## config.mk

```make
export PLATFORM = sky130hd
export DESIGN_NAME = kalman_tracker_mc_flat
export DESIGN_NICKNAME = d
export VERILOG_FILES = /design/src/rtl/kalman_tracker_mc_if.sv /design/src/rtl/kalman_tracker_mc.sv /design/src/flat_wrapper.sv
export SDC_FILE = /design/constraint.sdc
export NUM_CORES = 1
export LEC_CHECK = 0
export CELL_PAD_IN_SITES_DETAIL_PLACEMENT = 1
export CELL_PAD_IN_SITES_GLOBAL_PLACEMENT = 2
export CORE_MARGIN = 2
export CORE_UTILIZATION = 32
export CTS_CLUSTER_DIAMETER = 100
export DETAILED_ROUTE_END_ITERATION = 12
export GPL_ROUTABILITY_DRIVEN = 0
export PLACE_DENSITY_LB_ADDON = 0.1
export SLEW_MARGIN = 5
export SYNTH_ARGS = -nofsm -noshare
export SYNTH_HDL_FRONTEND = slang
export SYNTH_SLANG_ARGS = --single-unit
```

## constraint.sdc

```tcl
create_clock -name clk -period 5.85 [get_ports clk]
set_clock_uncertainty 0.2 [all_clocks]
set_input_delay 1.17 -clock clk [delete_from_list [all_inputs] [get_ports clk]]
set_output_delay 1.17 -clock clk [all_outputs]
set_load 0.01 [all_outputs]
```

## src/rtl/kalman_tracker_mc_if.sv

```systemverilog
// Measurement-in / estimate-out stream bundle for the alpha-beta tracker.
// master drives requests and consumes results; slave is the tracker itself.
interface kalman_tracker_mc_if #(
  parameter int WIDTH = 16,
  parameter int CH_W  = 2
);
  logic                    in_valid;
  logic                    in_ready;
  logic [CH_W-1:0]         in_ch;
  logic signed [WIDTH-1:0] in_meas;
  logic                    in_coast;

  logic                    out_valid;
  logic                    out_ready;
  logic [CH_W-1:0]         out_ch;
  logic signed [WIDTH-1:0] out_pos;
  logic signed [WIDTH-1:0] out_vel;
  logic                    out_gated;
  logic                    out_init;

  modport master (
    output in_valid, in_ch, in_meas, in_coast, out_ready,
    input  in_ready, out_valid, out_ch, out_pos, out_vel, out_gated, out_init
  );

  modport slave (
    input  in_valid, in_ch, in_meas, in_coast, out_ready,
    output in_ready, out_valid, out_ch, out_pos, out_vel, out_gated, out_init
  );
endinterface

```

## src/rtl/kalman_tracker_mc.sv

```systemverilog
// Multi-channel alpha-beta position/velocity tracker.
// One request at a time walks IDLE -> PRED -> UPD -> OUT; per-channel x/v/init
// state is read in PRED and written back at the end of UPD.
module kalman_tracker_mc #(
  parameter int              WIDTH       = 16,
  parameter int              CHANNELS    = 4,
  parameter int              CH_W        = 2,
  parameter int              ALPHA_SHIFT = 2,
  parameter int              BETA_SHIFT  = 4,
  parameter logic [WIDTH-1:0] GATE       = 16'h0400
) (
  input  logic              clk,
  input  logic              rst,
  input  logic              clr,
  kalman_tracker_mc_if.slave bus
);

  // Two guard bits so every sum below is exact before clamping.
  localparam int EW = WIDTH + 2;
  localparam logic signed [EW-1:0] SAT_MAX = {3'b000, {(WIDTH-1){1'b1}}};
  localparam logic signed [EW-1:0] SAT_MIN = {3'b111, {(WIDTH-1){1'b0}}};

  typedef enum logic [1:0] {S_IDLE, S_PRED, S_UPD, S_OUT} state_t;

  function automatic logic signed [WIDTH-1:0] sat(input logic signed [EW-1:0] a);
    if (a > SAT_MAX)      return SAT_MAX[WIDTH-1:0];
    else if (a < SAT_MIN) return SAT_MIN[WIDTH-1:0];
    else                  return a[WIDTH-1:0];
  endfunction

  state_t                  state_q, state_d;
  logic                    in_ready_c;

  logic [CH_W-1:0]         ch_q;
  logic signed [WIDTH-1:0] meas_q;
  logic                    coast_q;
  logic signed [WIDTH-1:0] xp_q, vp_q;

  logic signed [WIDTH-1:0] x_q [CHANNELS];
  logic signed [WIDTH-1:0] v_q [CHANNELS];
  logic [CHANNELS-1:0]     init_q;

  logic                    out_valid_q;
  logic [CH_W-1:0]         out_ch_q;
  logic signed [WIDTH-1:0] out_pos_q, out_vel_q;
  logic                    out_gated_q, out_init_q;

  logic signed [WIDTH-1:0] x_sel, v_sel;
  logic                    init_sel, ch_ok;
  logic signed [EW-1:0]    pred_sum;
  logic signed [WIDTH-1:0] xp_c;
  logic signed [WIDTH:0]   resid, r_a, r_b;
  logic [WIDTH:0]          resid_abs;
  logic                    gate_hit;
  logic signed [EW-1:0]    upd_x_sum, upd_v_sum;

  logic signed [WIDTH-1:0] new_x, new_v;
  logic                    new_gated, new_init, wr_en, set_init;
  logic [CHANNELS-1:0]     wr_sel;

  // Select the addressed channel's state; ids beyond CHANNELS read as empty.
  always_comb begin
    x_sel    = '0;
    v_sel    = '0;
    init_sel = 1'b0;
    ch_ok    = 1'b0;
    for (int c = 0; c < CHANNELS; c++) begin
      if (ch_q == CH_W'(c)) begin
        x_sel    = x_q[c];
        v_sel    = v_q[c];
        init_sel = init_q[c];
        ch_ok    = 1'b1;
      end
    end
  end

  assign pred_sum  = {{2{x_sel[WIDTH-1]}}, x_sel} + {{2{v_sel[WIDTH-1]}}, v_sel};
  assign xp_c      = sat(pred_sum);

  assign resid     = {meas_q[WIDTH-1], meas_q} - {xp_q[WIDTH-1], xp_q};
  assign resid_abs = resid[WIDTH] ? ({(WIDTH+1){1'b0}} - resid) : resid;
  assign gate_hit  = resid_abs > {1'b0, GATE};
  assign r_a       = resid >>> ALPHA_SHIFT;
  assign r_b       = resid >>> BETA_SHIFT;
  assign upd_x_sum = {{2{xp_q[WIDTH-1]}}, xp_q} + {r_a[WIDTH], r_a};
  assign upd_v_sum = {{2{vp_q[WIDTH-1]}}, vp_q} + {r_b[WIDTH], r_b};

  // Update-step decision: what gets written back and what gets reported.
  always_comb begin
    new_x     = xp_q;
    new_v     = vp_q;
    new_gated = 1'b0;
    new_init  = 1'b0;
    wr_en     = 1'b0;
    set_init  = 1'b0;
    if (!ch_ok) begin
      new_x     = '0;
      new_v     = '0;
      new_gated = 1'b1;
    end else if (!init_sel && !coast_q) begin
      new_x    = meas_q;
      new_v    = '0;
      new_init = 1'b1;
      wr_en    = 1'b1;
      set_init = 1'b1;
    end else if (!init_sel) begin
      new_x = '0;
      new_v = '0;
    end else if (coast_q) begin
      wr_en = 1'b1;
    end else if (gate_hit) begin
      new_gated = 1'b1;
      wr_en     = 1'b1;
    end else begin
      new_x = sat(upd_x_sum);
      new_v = sat(upd_v_sum);
      wr_en = 1'b1;
    end
  end

  // Per-channel write strobe, only at the UPD edge.
  genvar gi;
  generate
    for (gi = 0; gi < CHANNELS; gi++) begin : g_wr
      localparam logic [CH_W-1:0] CH_ID = CH_W'(gi);
      assign wr_sel[gi] = (state_q == S_UPD) && wr_en && (ch_q == CH_ID);
    end
  endgenerate

  // FSM next state and input-side ready.
  always_comb begin
    state_d    = state_q;
    in_ready_c = 1'b0;
    case (state_q)
      S_IDLE: begin
        in_ready_c = 1'b1;
        if (bus.in_valid) state_d = S_PRED;
      end
      S_PRED: state_d = S_UPD;
      S_UPD:  state_d = S_OUT;
      S_OUT:  if (bus.out_ready) state_d = S_IDLE;
      default: state_d = S_IDLE;
    endcase
  end

  // FSM state register; clr aborts whatever is in flight.
  always_ff @(posedge clk) begin
    if (rst || clr) state_q <= S_IDLE;
    else            state_q <= state_d;
  end

  // Request capture on accept, prediction capture in PRED.
  always_ff @(posedge clk) begin
    if (rst) begin
      ch_q    <= '0;
      meas_q  <= '0;
      coast_q <= 1'b0;
      xp_q    <= '0;
      vp_q    <= '0;
    end else begin
      if (state_q == S_IDLE && bus.in_valid) begin
        ch_q    <= bus.in_ch;
        meas_q  <= bus.in_meas;
        coast_q <= bus.in_coast;
      end
      if (state_q == S_PRED) begin
        xp_q <= xp_c;
        vp_q <= v_sel;
      end
    end
  end

  // Channel state write-back.
  always_ff @(posedge clk) begin
    if (rst || clr) begin
      for (int c = 0; c < CHANNELS; c++) begin
        x_q[c] <= '0;
        v_q[c] <= '0;
      end
      init_q <= '0;
    end else begin
      for (int c = 0; c < CHANNELS; c++) begin
        if (wr_sel[c]) begin
          x_q[c] <= new_x;
          v_q[c] <= new_v;
          if (set_init) init_q[c] <= 1'b1;
        end
      end
    end
  end

  // Result registers: loaded at the UPD edge, held while OUT waits for ready.
  always_ff @(posedge clk) begin
    if (rst || clr) begin
      out_valid_q <= 1'b0;
      out_ch_q    <= '0;
      out_pos_q   <= '0;
      out_vel_q   <= '0;
      out_gated_q <= 1'b0;
      out_init_q  <= 1'b0;
    end else begin
      out_valid_q <= (state_d == S_OUT);
      if (state_q == S_UPD) begin
        out_ch_q    <= ch_q;
        out_pos_q   <= new_x;
        out_vel_q   <= new_v;
        out_gated_q <= new_gated;
        out_init_q  <= new_init;
      end
    end
  end

  assign bus.in_ready  = in_ready_c;
  assign bus.out_valid = out_valid_q;
  assign bus.out_ch    = out_ch_q;
  assign bus.out_pos   = out_pos_q;
  assign bus.out_vel   = out_vel_q;
  assign bus.out_gated = out_gated_q;
  assign bus.out_init  = out_init_q;

endmodule

```

## src/flat_wrapper.sv

```systemverilog
// flat-port wrapper written by rule: the top's interface ports become plain ports
module kalman_tracker_mc_flat 
#(
  parameter int              WIDTH       = 16,
  parameter int              CHANNELS    = 4,
  parameter int              CH_W        = 2,
  parameter int              ALPHA_SHIFT = 2,
  parameter int              BETA_SHIFT  = 4,
  parameter logic [WIDTH-1:0] GATE       = 16'h0400
)
  (clk, rst, clr, bus_in_valid, bus_in_ch, bus_in_meas, bus_in_coast, bus_out_ready, bus_in_ready, bus_out_valid, bus_out_ch, bus_out_pos, bus_out_vel, bus_out_gated, bus_out_init);
  kalman_tracker_mc_if #(.WIDTH(WIDTH), .CH_W(CH_W)) bus_i ();
  input  logic clk;
  input  logic rst;
  input  logic clr;
  input wire logic [$bits(bus_i.in_valid)-1:0] bus_in_valid;
  input wire logic [$bits(bus_i.in_ch)-1:0] bus_in_ch;
  input wire logic [$bits(bus_i.in_meas)-1:0] bus_in_meas;
  input wire logic [$bits(bus_i.in_coast)-1:0] bus_in_coast;
  input wire logic [$bits(bus_i.out_ready)-1:0] bus_out_ready;
  output wire logic [$bits(bus_i.in_ready)-1:0] bus_in_ready;
  output wire logic [$bits(bus_i.out_valid)-1:0] bus_out_valid;
  output wire logic [$bits(bus_i.out_ch)-1:0] bus_out_ch;
  output wire logic [$bits(bus_i.out_pos)-1:0] bus_out_pos;
  output wire logic [$bits(bus_i.out_vel)-1:0] bus_out_vel;
  output wire logic [$bits(bus_i.out_gated)-1:0] bus_out_gated;
  output wire logic [$bits(bus_i.out_init)-1:0] bus_out_init;
  assign bus_i.in_valid = bus_in_valid;
  assign bus_i.in_ch = bus_in_ch;
  assign bus_i.in_meas = bus_in_meas;
  assign bus_i.in_coast = bus_in_coast;
  assign bus_i.out_ready = bus_out_ready;
  assign bus_in_ready = bus_i.in_ready;
  assign bus_out_valid = bus_i.out_valid;
  assign bus_out_ch = bus_i.out_ch;
  assign bus_out_pos = bus_i.out_pos;
  assign bus_out_vel = bus_i.out_vel;
  assign bus_out_gated = bus_i.out_gated;
  assign bus_out_init = bus_i.out_init;
  kalman_tracker_mc #(.WIDTH(WIDTH), .CHANNELS(CHANNELS), .CH_W(CH_W), .ALPHA_SHIFT(ALPHA_SHIFT), .BETA_SHIFT(BETA_SHIFT), .GATE(GATE)) u_core (.clk(clk), .rst(rst), .clr(clr), .bus(bus_i));
endmodule
```

======== After elaboration in Yosys (flattened, before gate mapping) ========
Memories as Yosys holds them, arrays and structs flattened.
Index checks and enable logic that the tools add are counted.
word-level totals
  memory bits (writable) .................. 128
  word-level logic and storage cells ...... 130
  bits in registers ....................... 94
  output and inout port bits .............. 38
  input bits .............................. 24
  memories kept ........................... 2
memory list
  name        words  width  read ports  clocked after Yosys merged registers in  wr ports  line                     RTL
  u_core.v_q  4      16     4           0                                        4         kalman_tracker_mc.sv:40  logic signed [WIDTH-1:0] v_q [CHANNELS];
  u_core.x_q  4      16     4           0                                        4         kalman_tracker_mc.sv:39  logic signed [WIDTH-1:0] x_q [CHANNELS];
cells by class
  add/subtract/negate cells ............... 5
  multiplexer cells ....................... 69
  bitwise logic cells ..................... 8
  equal/unequal tests ..................... 7
  reductions and logical operators ........ 16
  order comparisons ....................... 7
operators with widths
  kind                                                             count
  two-way mux 16 bit                                               32
  greater-than comparator 18 x 16 -> 1 bit, second input constant  3
  < comparator 18 x 16 -> 1 bit, second input constant             3
  two-way mux 1 bit                                                33
  adder 16 x 13 -> 17 bit                                          1
  adder 16 x 15 -> 17 bit                                          1
  adder 16 x 16 -> 17 bit                                          1
  greater-than comparator 17 x 11 -> 1 bit, second input constant  1
  two-way mux 17 bit                                               1
  subtractor 1 x 17 -> 17 bit, first input constant                1
  subtractor 16 x 16 -> 17 bit                                     1
  == test 2 bit, second input constant                             5
  bitwise OR 1 bit                                                 8
  one-hot mux 2 bit (4 select lines)                               1
  AND reduction 2 bit                                              4
  logical AND 1 bit                                                7
  == test 2 x 1 -> 1 bit, second input constant                    2
  logical NOT 2 bit                                                2
  two-way mux 2 bit                                                2
  logical NOT 1 bit                                                2
  logical OR 1 bit                                                 1

======== Depth between registers and ports, before layout ========
  depth in word-level cells ............... 15
  depth in mapped cells ................... 21

======== Worst setup path before layout ========
OpenSTA, ideal clock, no wires.
  kind .................................... flip-flop to flip-flop
  from .................................... register u_core.ch_q[0]
  to ...................................... register u_core.xp_q[2]
  data arrival time ....................... 4.830 ns
  setup slack ............................. 0.735 ns
  buffers on the path ..................... 4
  cell stages (with the launch flop) ...... 16
  clock period less this slack ............ 5.115 ns
  data required time ...................... 5.564 ns
  cells stage by stage .................... dfxtp_1 buf_1 clkbuf_1 clkbuf_1 mux4_2 ha_1 nand2_1 a211oi_1 o311a_1 o21a_1 o21ai_0 a41oi_1 clkbuf_1 maj3_1 nor2_1 a211oi_1
between the ends
  cells in the longest elaborated chain, start to end .. 9
  elaborated cells on any way between the ends .. 17
  classes of those cells .................. add/sub: 1; order compare: 2; eq/ne: 3; mux: 10; reduce/logical: 1
RTL lines
  what                             line                      RTL
  from (decl)                      kalman_tracker_mc.sv:34   logic [CH_W-1:0] ch_q;
  from (signal assigned)           kalman_tracker_mc.sv:162  ch_q <= bus.in_ch;
  logical NOT 2 bit                kalman_tracker_mc.sv:68   if (ch_q == CH_W'(c)) begin
  two-way mux 16 bit (4 in a row)  kalman_tracker_mc.sv:68
  adder 16 x 16 -> 17 bit (*)      kalman_tracker_mc.sv:77   assign pred_sum = {{2{x_sel[WIDTH-1]}}, x_sel} + {{2{v_sel[WIDTH-1]}}, v_sel};
  < comparator 18 x 16 -> 1 bit    kalman_tracker_mc.sv:27   else if (a < SAT_MIN) return SAT_MIN[WIDTH-1:0];
  two-way mux 16 bit               kalman_tracker_mc.sv:27
  two-way mux 16 bit (*)           kalman_tracker_mc.sv:26   if (a > SAT_MAX) return SAT_MAX[WIDTH-1:0];
  to (signal assigned)             kalman_tracker_mc.sv:167  xp_q <= xp_c;
  to (decl)                        kalman_tracker_mc.sv:37   logic signed [WIDTH-1:0] xp_q, vp_q;
Mark *: on every way between the ends. The rest lies on a longest branch, timed or not.
A chain may end at the register's enable or synchronous reset.

==> Flow_metrics.wiki <==
{| class="wikitable"
! Metric !! Value
|-
| Status || completed
|-
| Core area || 0.0388 mm²
|-
| Number of cells traversed by the worst hold path || 2
|-
| Switching share of power || 0.329
|-
| CTS Root Cell || sky130_fd_sc_hd__clkbuf_16
|-
| Number of nets with antenna violations after routing || 0
|-
| FF-to-FF path depth || 19
|-
| Highest net fanout along the worst path || 12
|-
| Minimum clock period || 5.58 ns
|-
| Max-slew violation count || 0
|-
| Total of warnings raised by yosys || 0
|-
| Number of unique standard cell types used by synthesis || 79
|-
| DR iter-0 viols || 759
|-
| Most common cell after layout, fill and taps aside || sky130_fd_sc_hd__nor2_1
|-
| Clock buffer depth || 3
|-
| Total Wirelength || 45.0 mm
|-
| Number of input and output port buffers inserted || 61
|-
| Clock sink count || 222
|-
| Initial cell density of the core || 0.325
|-
| Remaining Overflow, GRT || 0
|-
| Vias in the first global route || 10.7k
|-
| Via Count || 10.3k
|-
| Num rows || 72
|-
| Required time reported for the critical path endpoint || 5.92 ns
|-
| Fin crit share || 0.953
|-
| Full die area || 0.0411 mm²
|-
| Maximum operating frequency || 179 MHz
|-
| CTS buffer count || 27
|-
| Fill cells || 4,375
|-
| Unrepaired setup endpoints after global routing || yes
|-
| Fraction of layout cells with a size suffix above 1 || 0.131
|-
| Leakage || 5.54 nW
|-
| Setup WS post-layout || 0.273 ns
|-
| Flop2flop setup slack || 0.27 ns
|-
| Number of nets in the finished design || 1,468
|-
| Post-synth net total || 1,381
|-
| Sequential share of power || 0.349
|-
| Worst Setup Slack post-DPL || 0.0137 ns
|-
| GR Util All Layers || 0.221
|-
| Async S/R FF share, synth || 0
|-
| Sequential-to-total area share from yosys stat || 0.453
|-
| Worst voltage drop across the vdd grid || 194 µV
|-
| Combined area of all synthesized cells || 0.0126 mm²
|-
| HPWL after detailed placement || 33.4 mm
|-
| Detailed-route vias per instance || 5.38
|-
| Worst-path cell chain || inv_1 > ha_1 > nand2_1 > or4b_4 > a21oi_2 > o21ai_4 > o21ai_2 > xor2_2 > ha_1 > a21oi_1 > o22ai_1 > nor4_1 > nand2_1 > mux2_2 > inv_1 > o21ai_0 > nor3_1 > buf_4 > nor3_1
|-
| Largest stage delay on the critical path || 0.50 ns
|-
| Global-route wire length before repair || 68.3 mm
|-
| CTS clk-pin slew, worst paths || 0.06 ns
|-
| Class of the most critical hold timing path || flip-flop to flip-flop
|-
| Chip height || 203 µm
|-
| Power after layout || 4.99 mW
|-
| Layout Area Growth over Synthesis || 20.0%
|-
| Power density over the cells || 330 mW/mm²
|-
| Slowest cell on the critical path || sky130_fd_sc_hd__or4b_4
|-
| Initial antenna violation count || 0
|-
| Post-synthesis register bit count || 222
|-
| Htree depth || 1
|-
| Arrival time at the worst endpoint || 5.65 ns
|-
| Fraction of post-synthesis cell area in the top cell type by area || 0.304
|-
| Prevailing post-synth register cell || sky130_fd_sc_hd__edfxtp_1
|-
| Sum of negative setup slack || 0 ns
|-
| Setup CP Type || flip-flop to flip-flop
|-
| Worst rel slew slack || 0.252
|-
| Hold violation count in the final report || 0
|-
| Number of flops mapped to enable cells by yosys || 128
|-
| Top cell type by total area after synthesis || sky130_fd_sc_hd__edfxtp_1
|-
| Actual slew at the worst max-slew pin || 1.12 ns
|-
| Setup Viol. Count Final || 0
|-
| Ports || 62
|-
| Maximum number of pins on one net before global-route repair || 53
|-
| Critical Path Source Type || flip-flop
|-
| Category of cells accounting for the largest share of critical-path delay || simple AND/OR/NAND/NOR gates
|-
| Cell count after synthesis || 1,286
|-
| Instance count on the critical path || 19
|-
| CTS tree || yes
|-
| Buffering stage count on the worst path with inverters included || 3
|-
| Routed wire per std cell || 23.5 µm
|-
| Most frequent cells in the layout || sky130_fd_sc_hd__nor2_1, sky130_fd_sc_hd__nand2_1, sky130_fd_sc_hd__edfxtp_1
|-
| Sort of element at the end of the critical path || flip-flop
|-
| Part of the total power dissipated in combinational logic || 0.302
|-
| Hold WS || 0.252 ns
|-
| Cell types with the largest area share after synthesis || sky130_fd_sc_hd__edfxtp_1, sky130_fd_sc_hd__dfxtp_1, sky130_fd_sc_hd__ha_1, sky130_fd_sc_hd__mux4_2, sky130_fd_sc_hd__nor2_1
|-
| Switching power of the nets || 1.65 mW
|-
| Synthesized area divided by synthesized cell count || 9.82 µm²
|-
| Clock power frac || 0.349
|-
| Worst skew pair latency || 0.56 ns
|-
| Cell-internal power || 3.35 mW
|-
| Max-Cap Viols || 0
|-
| Diode count || 0
|-
| 1st-pass router iterations || 5
|-
| Number of DRC violations after detailed routing || 0
|-
| Die width || 203 µm
|}
per-layer routing:
metal  global-route usage  routed length (µm)  up-vias
li1                     -                   -     4866
met2                0.353               20500      194
met3               0.0257                1820       62
met4               0.0652                1170        0
met1                0.314               21500     5161
met5                    0                   0        -
synthesized netlist by cell type (9+ instances only):
| cell | n |
|---|---|
| sky130_fd_sc_hd__edfxtp_1 | 128 |
| sky130_fd_sc_hd__o22ai_1 | 14 |
| sky130_fd_sc_hd__a21o_1 | 12 |
| sky130_fd_sc_hd__inv_1 | 50 |
| sky130_fd_sc_hd__nor3_1 | 30 |
| sky130_fd_sc_hd__o21ai_0 | 62 |
| sky130_fd_sc_hd__mux4_2 | 33 |
| sky130_fd_sc_hd__nor2_1 | 186 |
| sky130_fd_sc_hd__a211oi_1 | 19 |
| sky130_fd_sc_hd__a21oi_1 | 84 |
| sky130_fd_sc_hd__dfxtp_1 | 94 |
| sky130_fd_sc_hd__ha_1 | 67 |
| sky130_fd_sc_hd__a221oi_1 | 10 |
| sky130_fd_sc_hd__xor2_1 | 13 |
| sky130_fd_sc_hd__nand2b_1 | 16 |
| sky130_fd_sc_hd__o21a_1 | 12 |
| sky130_fd_sc_hd__nand3_1 | 14 |
| sky130_fd_sc_hd__nor2b_1 | 9 |
| sky130_fd_sc_hd__o21ai_1 | 23 |
| sky130_fd_sc_hd__xnor2_1 | 34 |
| sky130_fd_sc_hd__maj3_1 | 15 |
| sky130_fd_sc_hd__a221o_1 | 9 |
| sky130_fd_sc_hd__clkbuf_1 | 48 |
| sky130_fd_sc_hd__nand2_1 | 154 |
cells by family after synthesis:
logic type                 synth area share
muxes                                0.0766
buffers and inverters                0.0350
AOI/OAI and AO/OA                     0.161
DFF                                   0.453
adders and majority gates            0.0846
xor gates and xnor gates             0.0326
and+or+nand+nor                       0.156
final cells by class:
type,count,area (µm²),share of cell area
multi-input combinational,952,6620,0.437
sequential,222,5730,0.378
timing repair buffer,119,1050,0.0695
clock buffer,37,743,0.0490
tap,518,648,0.0428
inverter,51,191,0.0126
clock inverter,13,173,0.0114
metrics by stage:
| step | util | std cells | instance area (µm²) |
|---|---|---|---|
| 2_1_floorplan | - | 1286 | 12600 |
| 3_3_place_gp | 0.364 | 1861 | 14100 |
| 3_5_place_dp | 0.364 | 1861 | 14100 |
| 4_1_cts | 0.388 | 1911 | 15100 |
| 5_1_grt | 0.390 | 1912 | 15200 |
| 6_report | 0.390 | 1912 | 15200 |
power groups by stage:
stage | Combinational, mW | Clock [mW] | Sequential (mW)
global route | 1.65 | 1.84 | 1.75
detailed placement | 1.46 | 0 | 1.78
global placement | 1.46 | 0 | 1.78
floorplan | 0.990 | 0 | 1.76
CTS | 1.47 | 1.78 | 1.74
finish | 1.51 | 1.74 | 1.74
worst min-delay path: stages (launching register included):
cell and delay (ns):
sky130_fd_sc_hd__dfxtp_1 0.31, sky130_fd_sc_hd__nand2_1 0.05, sky130_fd_sc_hd__o21ai_1 0.05
final timing paths:
check / from / endpoint
worst max-delay path: u_core.xp_q[8]$_SDFFE_PP0N_ / u_core.x_q[3][1]$_SDFFCE_PN0P_
worst min-delay path: u_core.bus.out_pos[10]$_SDFFE_PP0P_ / u_core.bus.out_pos[10]$_SDFFE_PP0P_
worst max register to register: u_core.xp_q[8]$_SDFFE_PP0N_ / u_core.x_q[3][1]$_SDFFCE_PN0P_
worst min register to register: u_core.bus.out_pos[10]$_SDFFE_PP0P_ / u_core.bus.out_pos[10]$_SDFFE_PP0P_
sequential cells by signal, summed over array words and instances (netlist names), 2 cells and up:
signal,count
u_core.bus.out_ch,2
u_core.ch_q,2
u_core.xp_q,16
u_core.bus.out_vel,16
u_core.state_q,2
u_core.init_q,4
u_core.vp_q,16
u_core.meas_q,16
u_core.bus.out_pos,16
u_core.v_q,64
u_core.x_q,64
what timing repair did:
action                                  CTS  global route
hold buffers                              0             0
endpoints found under the setup margin    1           139
hold endpoints to repair                  0             0
gates resized for setup                   1            17
pin swaps                                 0             1
setup buffers                             0             1
No activity file was read; power rests on OpenSTA's default activity.
